==> src/rtl/lcd_text_functions_pkg.sv <==
// Shared text helpers for LCD line composition: hex-to-ASCII mapping, the
// composer state encoding and common character constants.
package lcd_text_functions_pkg;

    localparam int LINE_CHARS = 16;
    localparam logic [7:0] ASCII_SPACE = 8'h20;

    typedef enum logic [1:0] {
        ST_IDLE,
        ST_LOAD,
        ST_CONVERT,
        ST_PRESENT
    } state_t;

    // Uppercase hex: 0-9 -> '0'-'9', A-F -> 'A'-'F'
    function automatic logic [7:0] hex_to_ascii(input logic [3:0] nibble);
        if (nibble < 4'd10) begin
            hex_to_ascii = 8'h30 + {4'd0, nibble};
        end else begin
            hex_to_ascii = 8'h37 + {4'd0, nibble};
        end
    endfunction

endpackage

==> src/rtl/lcd_hex_line_composer.sv <==
// Composes a 16-char LCD line: ASCII label followed by a value in hex, one digit per cycle.
// Optional macro LCD_HEX_BLANK_LEADING_ZEROS_EN renders leading zero digits as spaces.
module lcd_hex_line_composer
    import lcd_text_functions_pkg::*;
#(
    parameter int PARM_DIGITS      = 8,
    parameter int PARM_LABEL_CHARS = 8
) (
    input  logic                          i_clk,
    input  logic                          i_rst_n,
    input  logic                          i_start,
    input  logic [8*PARM_LABEL_CHARS-1:0] i_label,
    input  logic [4*PARM_DIGITS-1:0]      i_value,
    output logic                          o_idle,
    output logic [127:0]                  o_line,
    output logic                          o_line_valid,
    input  logic                          i_line_ready
);

    localparam int CNT_W   = $clog2(PARM_DIGITS + 1);
    localparam int VALUE_W = 4 * PARM_DIGITS;

    state_t                          state;
    logic [CNT_W-1:0]                cnt;
    logic [8*PARM_LABEL_CHARS-1:0]   label_q;
    logic [VALUE_W-1:0]              value_q;
    logic [127:0]                    line_q;
    logic                            valid_q;
    logic                            idle_q;
    logic [3:0]                      nibble;
    logic                            last_digit;
    logic [7:0]                      digit_char;

    // value_q shifts left each CONVERT cycle, so the current digit is always the top nibble
    assign nibble     = value_q[VALUE_W-1 -: 4];
    assign last_digit = (cnt == CNT_W'(PARM_DIGITS - 1));

`ifdef LCD_HEX_BLANK_LEADING_ZEROS_EN
    logic seen_nonzero;

    always_comb begin
        digit_char = hex_to_ascii(nibble);
        if ((nibble == 4'd0) && !seen_nonzero && !last_digit) begin
            digit_char = ASCII_SPACE;
        end
    end
`else
    always_comb begin
        digit_char = hex_to_ascii(nibble);
    end
`endif

    always_ff @(posedge i_clk) begin
        if (!i_rst_n) begin
            state   <= ST_IDLE;
            cnt     <= '0;
            line_q  <= {LINE_CHARS{ASCII_SPACE}};
            valid_q <= 1'b0;
            idle_q  <= 1'b1;
`ifdef LCD_HEX_BLANK_LEADING_ZEROS_EN
            seen_nonzero <= 1'b0;
`endif
        end else begin
            case (state)
                ST_IDLE: begin
                    if (i_start) begin
                        label_q <= i_label;
                        value_q <= i_value;
                        idle_q  <= 1'b0;
                        state   <= ST_LOAD;
                    end
                end
                ST_LOAD: begin
                    line_q <= {label_q, {PARM_DIGITS{ASCII_SPACE}}};
                    cnt    <= '0;
`ifdef LCD_HEX_BLANK_LEADING_ZEROS_EN
                    seen_nonzero <= 1'b0;
`endif
                    state  <= ST_CONVERT;
                end
                ST_CONVERT: begin
                    line_q[8*(LINE_CHARS-1-PARM_LABEL_CHARS-int'(cnt)) +: 8] <= digit_char;
                    value_q <= value_q << 4;
                    cnt     <= cnt + CNT_W'(1);
`ifdef LCD_HEX_BLANK_LEADING_ZEROS_EN
                    seen_nonzero <= seen_nonzero | (nibble != 4'd0);
`endif
                    if (last_digit) begin
                        valid_q <= 1'b1;
                        state   <= ST_PRESENT;
                    end
                end
                ST_PRESENT: begin
                    if (i_line_ready) begin
                        valid_q <= 1'b0;
                        idle_q  <= 1'b1;
                        state   <= ST_IDLE;
                    end
                end
                default: begin
                    valid_q <= 1'b0;
                    idle_q  <= 1'b1;
                    state   <= ST_IDLE;
                end
            endcase
        end
    end

    assign o_idle       = idle_q;
    assign o_line       = line_q;
    assign o_line_valid = valid_q;

endmodule
==> config.mk <==
export PLATFORM = sky130hd
export DESIGN_NAME = lcd_hex_line_composer
export DESIGN_NICKNAME = d
export VERILOG_FILES = /design/src/rtl/lcd_text_functions_pkg.sv /design/src/rtl/lcd_hex_line_composer.sv
export SDC_FILE = /design/constraint.sdc
export NUM_CORES = 1
export LEC_CHECK = 0
export CAP_MARGIN = 20
export CORE_MARGIN = 1
export CORE_UTILIZATION = 45
export DETAILED_ROUTE_END_ITERATION = 10
export PLACE_DENSITY = 0.81
export REMOVE_ABC_BUFFERS = 1
export SLEW_MARGIN = 20
export SYNTH_ARGS = -nofsm -noshare
export SYNTH_HDL_FRONTEND = slang
export SYNTH_SLANG_ARGS = --single-unit
export TNS_END_PERCENT = 50
==> constraint.sdc <==
create_clock -name i_clk -period 11.34 [get_ports i_clk]
set_input_delay 1.701 -clock i_clk [delete_from_list [all_inputs] [get_ports i_clk]]
set_output_delay 1.701 -clock i_clk [all_outputs]
set_load 0.03 [all_outputs]
==> metrics.md, run 1 <==
| Metric | Value |
|---|---|
| Starting density of the core | `46.5%` |
| Via density | `5.78` |
| Total of warnings raised by yosys | `0` |
| Row count | `51` |
| Post-synthesis sequential element count | `224` |
| Library cell appearing most often on the critical path | `ha_1` |
| Placed Area | `0.0115 mm2` |
| Number of flops mapped to enable cells by yosys | `96` |
| Top library cells by usage in the layout, fill and taps aside | `221 x clkdlybuf4s50_1, 128 x dfxtp_1, 116 x nand3_1` |
| Critical Path Max Stage Delay | `0.93 ns` |
| Number of port buffers | `221` |
| Proportion of layout cells with a drive suffix above 1 | `10.2%` |
| Fin crit share | `36.0%` |
| Worst EP required | `11.77 ns` |
| Clock share of power | `28.7%` |
| Die extent in x | `145 um` |
| Type of destination of the critical path | `flip-flop` |
| Count of maximum capacitance violations | `0` |
| Critical path start-end classification | `flip-flop to flip-flop` |
| Maximum fanout encountered on the critical timing path | `23` |
| Tightest Hold Check Type | `flip-flop to flip-flop` |
| Via count of the first global-routing pass | `7238` |
| Quantity of gates resized following cts | `0` |
| Routability-driven placement congestion ratio | `0.811` |
| Fmax achieved | `0.245 GHz` |
| Setup Viol. Count Final | `0` |
| Sinks on the clock net | `224` |
| Total count of hold-check failures in the final report | `0` |
| Power density relative to cell area | `215 mW/mm2` |
| Max-Slew Margin vs Limit | `30.7%` |
| N_diodes | `0` |
| Worst voltage drop across the vdd grid | `0.145 mV` |
| Placeable core area | `0.0197 mm2` |
| Number of clock buffers inserted by TritonCTS | `24` |
| Clock-pin slew on the worst setup and hold paths | `0.07 ns` |
| Post-CTS setup-driven buffer insertion count | `0` |
| Cell internal power dissipation | `1740 uW` |
| Post-Synthesis Cells | `837` |
| Sequential fraction of design power | `40.1%` |
| Detailed Place HPWL | `17.5 mm` |
| Tightest Pin Transition | `1.04 ns` |
| Die outline height | `145 um` |
| Number of antenna violations at the first check in global routing | `0` |
| Data arrival time at the worst-slack endpoint | `4.51 ns` |
| Hold Buf Count CTS | `0` |
| Switching portion of total power | `34.4%` |
| Sequential cell area fraction in the yosys report | `59.4%` |
| Clock tree root buffer cell | `clkbuf_16` |
| Post-Synthesis Cell Area | `0.00916 mm2` |
| Net load switching power | `912 uW` |
| Total wire length after detailed routing | `25.9 mm` |
| Min cycle time layout | `4.08 ns` |
| Library cells used by synthesis | `58` |
| 1st-pass router iterations | `5` |
| Average size of a mapped cell | `10.9 um2` |
| Critical Path, Cell by Cell | `ha_1, nand3b_1, ha_1, and4bb_1, nand4_1, or3_1, a21oi_1` |
| Number of fill cells | `1546` |
| Fraction of registers with async set or reset after synthesis | `0%` |
| Most used DFF post-synth | `dfxtp_1` |
| Status | `finished, final reports clean` |
| Net count reported at finish | `1143` |
| Number of slew-limit violations in the final report | `0` |
| First-pass GRT wire length | `39.1 mm` |
| Congestion Overflow GR | `0` |
| Nature of the critical path startpoint | `flip-flop` |
| DIE AREA | `0.0209 mm2` |
| Wire length per cell | `19.6 um` |
| Aggregate negative setup slack | `0 ns` |
| Largest delay contributor family on the critical path | `simple AND/OR/NAND/NOR gates` |
| Total DRC errors in the routed layout | `0` |
| Combinational Power Share | `31.2%` |
| Slowest cell on crit path | `and4bb_1` |
| Area of the multi-input gates | `0.00344 mm2` |
| Commonest non-fill, non-tap cell in the layout | `clkdlybuf4s50_1` |
| Largest net degree at the start of global routing | `67` |
| Final ANT Viol Nets | `0` |
| Total I/O pin count | `230` |
| Buffers and inverters on the worst path | `0` |
| Leakage power of the design | `0.00413 uW` |
| DRC marker count from the first detailed-route iteration | `608` |
| Sequential cell area in the final layout | `0.00545 mm2` |
| TritonCTS clock tree | `yes` |
| Max Clock Skew | `0.0109 ns` |
| Unrepaired setup endpoints after global routing | `false` |
| Total via count after detailed routing | `7605` |
| H-tree levels | `1` |
| Post-layout instance area | `0.0123 mm2` |
| Number of buffers between clock root and the deepest sink | `3` |
| Area added between synthesis and finish | `34.7%` |
| Clock insertion delay at the later pin of the skew report | `0.51 ns` |
| GRT Overall Usage | `24.6%` |
[layout make-up]
type / instances / share of cell area, %
inverter: 9 / 0.294
sequential: 224 / 44.1
multi-input combinational: 542 / 27.9
tap: 265 / 2.69
timing repair buffer: 232 / 18.7
clock inverter: 8 / 0.314
clock buffer: 36 / 5.98
[layer usage]
metal	vias to the layer above	global-route usage (%)	wire, um
met5	-	0	0
met3	66	4.48	2300
met1	3619	32.2	10400
met4	0	9.25	803
li1	3512	-	-
met2	408	40.6	12300
[worst reg2reg max path, cell delays in order (launching register included)]
cell	delay [ns]
dfxtp_1	0.70
ha_1	0.47
nand3b_1	0.20
ha_1	0.41
and4bb_1	0.93
nand4_1	0.64
or3_1	0.51
a21oi_1	0.14
[cells in the mapped netlist (8+ instances only)]
master | instances | area share (%)
a21oi_1 | 107 | 5.8
a22oi_1 | 14 | 1.1
a32oi_1 | 24 | 2.3
buf_2 | 12 | 0.66
buf_4 | 8 | 0.66
clkbuf_1 | 41 | 1.7
dfxtp_1 | 128 | 28
edfxtp_1 | 96 | 31
ha_1 | 10 | 1.4
inv_1 | 8 | 0.33
mux2_2 | 29 | 3.6
nand2_1 | 72 | 2.9
nand3_1 | 116 | 6.3
nand3b_1 | 12 | 0.98
nand4_1 | 13 | 0.89
nor2_1 | 22 | 0.90
nor2b_1 | 8 | 0.55
nor4_2 | 8 | 1.1
o211ai_1 | 10 | 0.82
o21ai_0 | 8 | 0.44
or3_1 | 8 | 0.55
[per-stage QoR]
stage	util, %	total power [uW]	cells	hold WS (ns)	setup slack (ns)
2_1_floorplan	-	1550	775	0.439	5.84
3_3_place_gp	58.5	1870	1270	0.444	6.98
3_5_place_dp	58.6	1890	1271	0.455	6.91
4_1_cts	62.5	2650	1315	0.462	7.18
5_1_grt	62.6	2760	1316	0.475	7.01
6_report	62.6	2650	1316	0.461	7.26
[flip-flops by register name (all words and copies together), names as in the netlist]
| signal | count |
|---|---|
| value_q | 32 |
| o_idle | 1 |
| o_line_valid | 1 |
| cnt | 4 |
| state | 2 |
| o_line | 120 |
| label_q | 64 |
[logic make-up (layout without fill, tap and decap cells)]
kind of cell | count (synthesis) | in the layout | synth area share, %
buf+inv | 78 | 285 | 3.77
mux | 33 | 33 | 4.00
simple gates | 303 | 303 | 18.4
compound gates | 185 | 185 | 12.4
fa+ha+maj | 10 | 10 | 1.37
flops | 224 | 224 | 59.4
xor+xnor | 3 | 3 | 0.574
other cells | 1 | 8 | 0.0409
[final timing paths]
| check | start | to | slack, ns | depth (start not counted) |
|---|---|---|---|---|
| max reg2reg | cnt[0] | o_line[52] | 7.26 | 7 |
| min | o_line[121] | o_line[121] | 0.46 | 2 |
| min reg2reg | o_line[121] | o_line[121] | 0.46 | 2 |
| max | cnt[0] | o_line[52] | 7.26 | 7 |
[power groups by stage]
| stage | registers (uW) | logic [uW] | clock network [uW] |
|---|---|---|---|
| detailed placement | 1070 | 820 | 0 |
| global placement | 1070 | 798 | 0 |
| global route | 1070 | 884 | 800 |
| finish | 1060 | 827 | 760 |
| floorplan | 1200 | 357 | 0 |
| CTS | 1060 | 825 | 766 |
(Power assumes the default switching activity.)
==> inputs of run 2 (changes only) <==
- CORE_UTILIZATION: 45 -> 44
- PLACE_DENSITY: 0.81 -> 0.83
- clock period: 11.34 -> 3.65 ns (I/O delays scaled with it)
==> run 2 against run 1 <==
  * Cell count grew 1.4%
  * Clock power grew to 3.1 times the previous value
  * Register-to-register slack got worse by 6.9 ns
  * Clock-buffer cell count is 3 lower
  * Via count increased by 0.72%
  * Non-clock buffer count increased by 13
  * Critical endpoint is now o_line[50]
  * Largest cell class unchanged
  * Largest power group unchanged
  * Highest routed layer unchanged
==> metrics.md, run 2 (synthesis gave the netlist of run 1 again) <==
| Metric | Value |
|---|---|
| Worst voltage drop across the vdd grid | `0.522 mV (+260%)` |
| Final core area utilization | `61.2% (-1.4 points)` |
| Fmax achieved | `0.307 GHz (+25%)` |
| Clock insertion delay at the later pin of the skew report | `0.51 ns (about the same)` |
| Dpl ws | `0.442 ns (-6.47 ns)` |
| Leakage power of the design | `0.00416 uW (+0.89%)` |
| Largest net degree at the start of global routing | `50 (-25%)` |
| Top library cells by usage in the layout, fill and taps aside | `221 x clkdlybuf4s50_1, 128 x dfxtp_1, 116 x nand3_1` |
| Fin crit share | `89.3% (+53 points)` |
| Type of destination of the critical path | `flip-flop` |
| Congestion Overflow GR | `0 (unchanged)` |
| Total I/O pin count | `230 (unchanged)` |
| Area added between synthesis and finish | `35.5%` |
| DIE AREA | `0.0214 mm2 (+2.2%)` |
| Aggregate negative setup slack | `0 ns (unchanged)` |
| Max-Slew Margin vs Limit | `35.1% (+4.4 points)` |
| Power density relative to cell area | `665 mW/mm2 (+210%)` |
| TritonCTS clock tree | `yes` |
| Nature of the critical path startpoint | `flip-flop` |
| Via count of the first global-routing pass | `7338 (+1.4%)` |
| Number of slew-limit violations in the final report | `0 (unchanged)` |
| Placed Area | `0.0117 mm2 (+0.90%)` |
| Setup Viol. Count Final | `0 (unchanged)` |
| GRT Overall Usage | `24.3% (-0.33 points)` |
| Setup ws final | `0.390 ns (-6.87 ns)` |
| Hold Buf Count CTS | `0 (unchanged)` |
| Placeable core area | `0.0203 mm2 (+3.0%)` |
| Die outline height | `146 um (+1.1%)` |
| Sinks on the clock net | `224 (unchanged)` |
| Status | `finished, final reports clean` |
| Post-CTS setup-driven buffer insertion count | `0 (unchanged)` |
| Max Clock Skew | `0.0135 ns (+0.00260 ns)` |
| Maximum fanout encountered on the critical timing path | `15 (-35%)` |
| Worst EP required | `4.10 ns (-7.67 ns)` |
| Via density | `5.74 (-0.64%)` |
| Clock-pin slew on the worst setup and hold paths | `0.06 ns (about the same)` |
| Commonest non-fill, non-tap cell in the layout | `clkdlybuf4s50_1` |
| Data arrival time at the worst-slack endpoint | `3.71 ns (-0.80 ns)` |
| Number of antenna violations at the first check in global routing | `0 (unchanged)` |
| Routability-driven placement congestion ratio | `0.856 (+5.6%)` |
| Proportion of layout cells with a drive suffix above 1 | `11.1% (+0.91 points)` |
| Number of buffers between clock root and the deepest sink | `3 (unchanged)` |
| Min cycle time layout | `3.26 ns (-0.824 ns)` |
| Quantity of gates resized following cts | `0 (unchanged)` |
| Critical path start-end classification | `flip-flop to flip-flop` |
| Count of maximum capacitance violations | `0 (unchanged)` |
| Final ANT Viol Nets | `0 (unchanged)` |
| Post-layout instance area | `0.0124 mm2 (+0.62%)` |
| Wire length per cell | `19.9 um (+1.3%)` |
| Total count of hold-check failures in the final report | `0 (unchanged)` |
| H-tree levels | `1 (unchanged)` |
| Unrepaired setup endpoints after global routing | `false` |
| Number of clock buffers inserted by TritonCTS | `24 (unchanged)` |
| Detailed Place HPWL | `18.3 mm (+4.2%)` |
| Number of port buffers | `221 (unchanged)` |
| Total via count after detailed routing | `7660 (+0.72%)` |
| First-pass GRT wire length | `40.9 mm (+4.4%)` |
| 1st-pass router iterations | `7 (+2)` |
| Total DRC errors in the routed layout | `0 (unchanged)` |
| Tightest Hold Check Type | `flip-flop to flip-flop` |
| Starting density of the core | `45.1% (-1.3 points)` |
| DRC marker count from the first detailed-route iteration | `630 (+3.6%)` |
| N_diodes | `0 (unchanged)` |
| Tightest Pin Transition | `0.974 ns (-0.0613 ns)` |
| Row count | `52 (+2.0%)` |
| Clock tree root buffer cell | `clkbuf_16` |
| Die extent in x | `146 um (+1.1%)` |
| Total wire length after detailed routing | `26.6 mm (+2.7%)` |
| Number of flip-flops in the largest register | `120 (unchanged)` |
| Net count reported at finish | `1156 (+1.1%)` |
run 2: cell count changes in the layout (fill, tap and decap cells not counted), sizes merged:
| cell | previous run | this run |
|---|---|---|
| buf | 11 | 24 |
| clkbuf | 36 | 33 |
| clkinvlp | 0 | 3 |
| bufinv | 0 | 1 |
| clkinv | 8 | 7 |
run 2: path summary, 6_finish.rpt:
| path | slack, ns | end | start | cells after the start |
|---|---|---|---|---|
| max reg2reg | 0.39 | o_line[50] | cnt[1] | 8 |
| min | 0.46 | o_line[66] | o_line[66] | 2 |
| min reg2reg | 0.46 | o_line[66] | o_line[66] | 2 |
| max | 0.39 | o_line[50] | cnt[1] | 8 |
run 2: layout make-up:
class                           instances  area, um2
Sequential cell                       224       5450
Tap cell                              270        338
Timing Repair Buffer                  245       2390
Inverter                                9       36.3
Multi-Input combinational cell        542       3440
Clock buffer                           33        676
Clock inverter                         11       88.8
Fill cell                            1604       7880
run 2: critical path: stages (launching register included):
cell,delay (ns)
dfxtp_1,0.36
ha_1,0.37
nand3b_1,0.20
ha_1,0.40
and4bb_1,0.52
buf_4,0.29
nand4_1,0.42
or3b_1,0.51
a21oi_1,0.12
run 2: metrics by stage:
step,std cells,total power [uW],hold WS [ns]
finish,1334,8250,0.460
global route,1334,8580,0.472
CTS,1334,8270,0.458
detailed placement,1290,5930,0.450
global placement,1290,5870,0.438
floorplan,775,4820,0.439
run 2: power by group:
part	leakage [uW]	switching, uW	internal, uW
registers	0.00193	209	3080
clock network	0.000367	968	1370
logic	0.00187	1690	946
run 2: routing by layer:
metal,part of all wire [%],GRT usage (%)
met2,49,41.3
met5,0,0
met3,8.2,4.25
met4,3.0,8.49
met1,39,31.1
==> variant 1: new RTL, settings of run 1 <==
Encoding of `state_t`: now Gray code (2 bits for 4 states).
--- a/src/rtl/lcd_text_functions_pkg.sv
+++ b/src/rtl/lcd_text_functions_pkg.sv
@@ -7,8 +7,8 @@
 
     typedef enum logic [1:0] {
-        ST_IDLE,
-        ST_LOAD,
-        ST_CONVERT,
-        ST_PRESENT
+        ST_IDLE    = 2'b00,
+        ST_LOAD    = 2'b01,
+        ST_CONVERT = 2'b11,
+        ST_PRESENT = 2'b10
     } state_t;
 
Function: no difference found for any inputs over 4 cycles, from zero or initial values and one cycle with i_rst_n low; so few cycles prove little.
==> variant 1 against run 1 <==
Synthesized area up 4.6%; cell area up 3.8%; first-iteration DRC count is 14% lower; sequential cell count is the same; synthesized cell count up 0.96%; wire length rose by 3.1%; worst setup slack better by 0.13 ns; sequential share of layout area shrank 1.6 points; non-clock buffer count unchanged.
Power is not compared: it rests on default switching activity, and its combinational part moved more than twofold at a synthesized area within 25%.
==> variant 1: results <==
metrics = {
    "grt": {
        "grt_pass1_wl_um": 41400,
        "grt_max_degree": 72,
        "global_route.usage.met2_pct": 39.9,
        "first_global_vias": 7485,
        "grt_use_total_pct": 24.2,
        "met3_usage_pct": 4.75,
        "met1_usage_pct": 31.1,
    },
    "timing": {
        "slew_headroom_pct": 23.1,
        "finClkSkew_ns": 0.0108,
        "finalSetupViolCount": 0,
    },
    "yosys": {
        "ys_types": 72,
        "syn_inst": 845,
        "synth-seq-area-share_pct": 56.8,
        "ys.warnings.count": 0,
        "synth_common_cells": "dfxtp_1 (128), edfxtp_1 (96), nand3_1 (88)",
        "synth.area.top_cells": "edfxtp_1 (30%), dfxtp_1 (27%), nand3_1 (4.6%)",
    },
    "worst_setup_path": {
        "path_max_fanout": 18,
        "worstPathArrival_ns": 4.38,
    },
    "routing": {
        "wire_per_inst_um": 20.1,
        "vias_per_cell": 5.73,
        "drtIter0Drc": 522,
        "routed-via-count": 7593,
    },
    "clock_tree": {
        "ctsResizeCount": 0,
        "cts_max_level": 1,
        "clk_pin_slew_ns": 0.06,
        "cts_hold_buffers": 0,
        "cts_buffers": 25,
        "clock_latency_ns": 0.53,
    },
    "finish": {
        "n_antenna_cell": 0,
        "drive_gt1_share_pct": 11.9,
        "nNetsFinal": 1136,
    },
    "placed_design": {
        "dp_cells": 1278,
        "hpwl_um": 17700,
        "place_area_um2": 11900,
        "place.gp.congestion": 0.835,
    },
    "power_and_ir_drop": {
        "pwr-share-comb_pct": 11.1,
        "powerClk_mw": 0.847,
        "leakagePower_nw": 4.45,
    },
    "outcome": {
        "outcome": "finished clean",
    },
}
variant 1: kinds of logic (layout without fill, tap and decap cells):
group,count (synthesis),in the layout,share of synthesized area [%]
compound gates,193,193,15.3
simple gates,300,300,18.8
xor+xnor,3,3,0.431
other cells,1,8,0.0391
fa+ha+maj,6,6,0.783
flops,224,224,56.8
mux,31,31,3.62
buf+inv,87,284,4.28
variant 1: area by class of cell:
| type | count | area (µm²) |
|---|---|---|
| multi-input cells | 541 | 3810 |
| clock buffers | 37 | 806 |
| well taps | 275 | 344 |
| flip-flops and latches | 224 | 5450 |
| fillers | 1700 | 8150 |
| clock inverters | 9 | 81.3 |
| inverters | 6 | 22.5 |
| repair buffers | 232 | 2290 |
variant 1: per-stage QoR:
stage	setup WS [ns]	util, %
5_1_grt	7.15	61.1
2_1_floorplan	6.46	-
4_1_cts	7.47	61.1
6_report	7.38	61.1
3_3_place_gp	7.29	56.9
3_5_place_dp	7.22	56.9
variant 1: path summary, 6_finish.rpt:
check	startpoint	end	slack (ns)	cells past startpoint
worst max-delay path	cnt[0]	o_line[126]	7.38	7
worst min register to register	o_line[98]	o_line[98]	0.46	2
worst min-delay path	o_line[98]	o_line[98]	0.46	2
worst max register to register	cnt[0]	o_line[126]	7.38	7
variant 1: worst max-delay path: stages (launching register included):
cell and delay [ns]:
dfxtp_1 0.64, ha_1 0.45, nand3b_1 0.16, ha_1 0.43, nand4bb_2 0.97, nor4_2 0.76, a21oi_1 0.14, o221a_2 0.30
variant 1: metal layers:
metal	vias up	wire, µm
met4	0	1070
met3	65	1870
met5	-	0
li1	3520	-
met1	3701	10900
met2	307	12800
==> variant 2: new RTL, flow settings as in run 1 <==
Without the edit above. Build with the macro `LCD_HEX_BLANK_LEADING_ZEROS_EN` defined.
--- a/src/rtl/lcd_hex_line_composer.sv
+++ b/src/rtl/lcd_hex_line_composer.sv
@@ -1,4 +1,6 @@
 // Composes a 16-char LCD line: ASCII label followed by a value in hex, one digit per cycle.
 // Optional macro LCD_HEX_BLANK_LEADING_ZEROS_EN renders leading zero digits as spaces.
+`define LCD_HEX_BLANK_LEADING_ZEROS_EN
+
 module lcd_hex_line_composer
     import lcd_text_functions_pkg::*;
Formal check against the unedited RTL: not equivalent (Yosys sat finds a counterexample within 4 cycles, from zero or initial values and one cycle with i_rst_n low).
==> variant 2 against run 1 <==
Worst setup slack lost 0.13 ns; die area increased by 1.5%; wire length up 0.84%; synthesized area up 1.6%; cell area rose by 0.44%; clock skew up 0.0029 ns; total power is 0.90% lower; global-route usage shrank 0.44 points; sequential cell count is 1 higher; critical path depth stayed put; critical endpoint is now o_line[59]; highest routed layer unchanged.
==> variant 2: results <==
metrics = {
    "outcome": {
        "outcome": "finished clean",
    },
    "hold_path": {
        "worstHoldStart": "o_line[81]",
    },
    "placed_design": {
        "post-place-ws_ns": 6.98,
        "place.gp.congestion": 0.812,
        "hpwl_um": 17300,
        "dp_cells": 1276,
        "place_area_um2": 11700,
    },
    "yosys": {
        "muxShareOfSynthArea_pct": 4.07,
        "synthAdderAreaFrac_pct": 1.48,
        "synth_compound_area_share_pct": 13.6,
        "synth-xor-area-share_pct": 0.565,
        "synth_common_cells": "dfxtp_1 (129), nand3_1 (98), a21oi_1 (97)",
        "synth-seq-area-share_pct": 58.7,
        "avgSynthCellArea_um2": 11.1,
        "synth.area.top_cells": "edfxtp_1 (31%), dfxtp_1 (28%), nand3_1 (5.3%)",
    },
    "clock_tree": {
        "cts_buffers": 23,
    },
    "finish": {
        "nNetsFinal": 1142,
        "drive_gt1_share_pct": 10.4,
        "nFillCells": 1593,
        "finalCoreUtilization_pct": 61.3,
    },
    "grt": {
        "met1_usage_pct": 32.6,
        "global_route.usage.met2_pct": 39.8,
        "grt_max_degree": 74,
        "met3_usage_pct": 3.42,
        "first_global_vias": 7490,
        "grt_use_total_pct": 24.2,
        "grt_pass1_wl_um": 40700,
    },
    "routing": {
        "drt_wl_total_um": 26100,
        "routed-via-count": 7664,
        "drt-met1-wl_um": 10900,
        "drtIter0Drc": 634,
        "vias_per_cell": 5.82,
        "wl_met3_um": 2010,
        "met2_length_um": 12500,
    },
    "worst_setup_path": {
        "slowest_stage": "nor4bb_4",
        "path_max_fanout": 16,
        "worstPathArrival_ns": 4.64,
    },
    "power_and_ir_drop": {
        "irDropWorstVdd_mv": 0.147,
        "leakagePower_nw": 4.10,
    },
    "timing": {
        "finClkSkew_ns": 0.0138,
        "worstMarginPinSlew_ns": 1.11,
    },
}
variant 2: logic make-up after synthesis:
group                    Yosys count
AO/OA/AOI/OAI                    201
XOR/XNOR                           3
adder cells (fa/ha/maj)           11
buffers and inverters             83
flip-flops                       225
multiplexers                      34
other                              1
AND/OR/NAND/NOR                  283
variant 2: final cells by class:
cell class | instances | share of cell area [%]
Tap cell | 270 | 2.73
Sequential cell | 225 | 44.1
Clock buffer | 28 | 4.80
Clock inverter | 13 | 0.919
Inverter | 11 | 0.343
Timing Repair Buffer | 230 | 18.4
Multi-Input combinational cell | 540 | 28.7
variant 2: report_power, final:
group	switching (mW)	internal, mW
Sequential	0.0689	0.992
Combinational	0.539	0.299
Clock	0.307	0.418
Total	0.916	1.71
variant 2: final timing paths:
| path | endpoint | slack (ns) | depth (start not counted) |
|---|---|---|---|
| max | o_line[59] | 7.13 | 7 |
| min | o_line[81] | 0.45 | 2 |
| max reg2reg | o_line[59] | 7.13 | 7 |
| min reg2reg | o_line[81] | 0.45 | 2 |
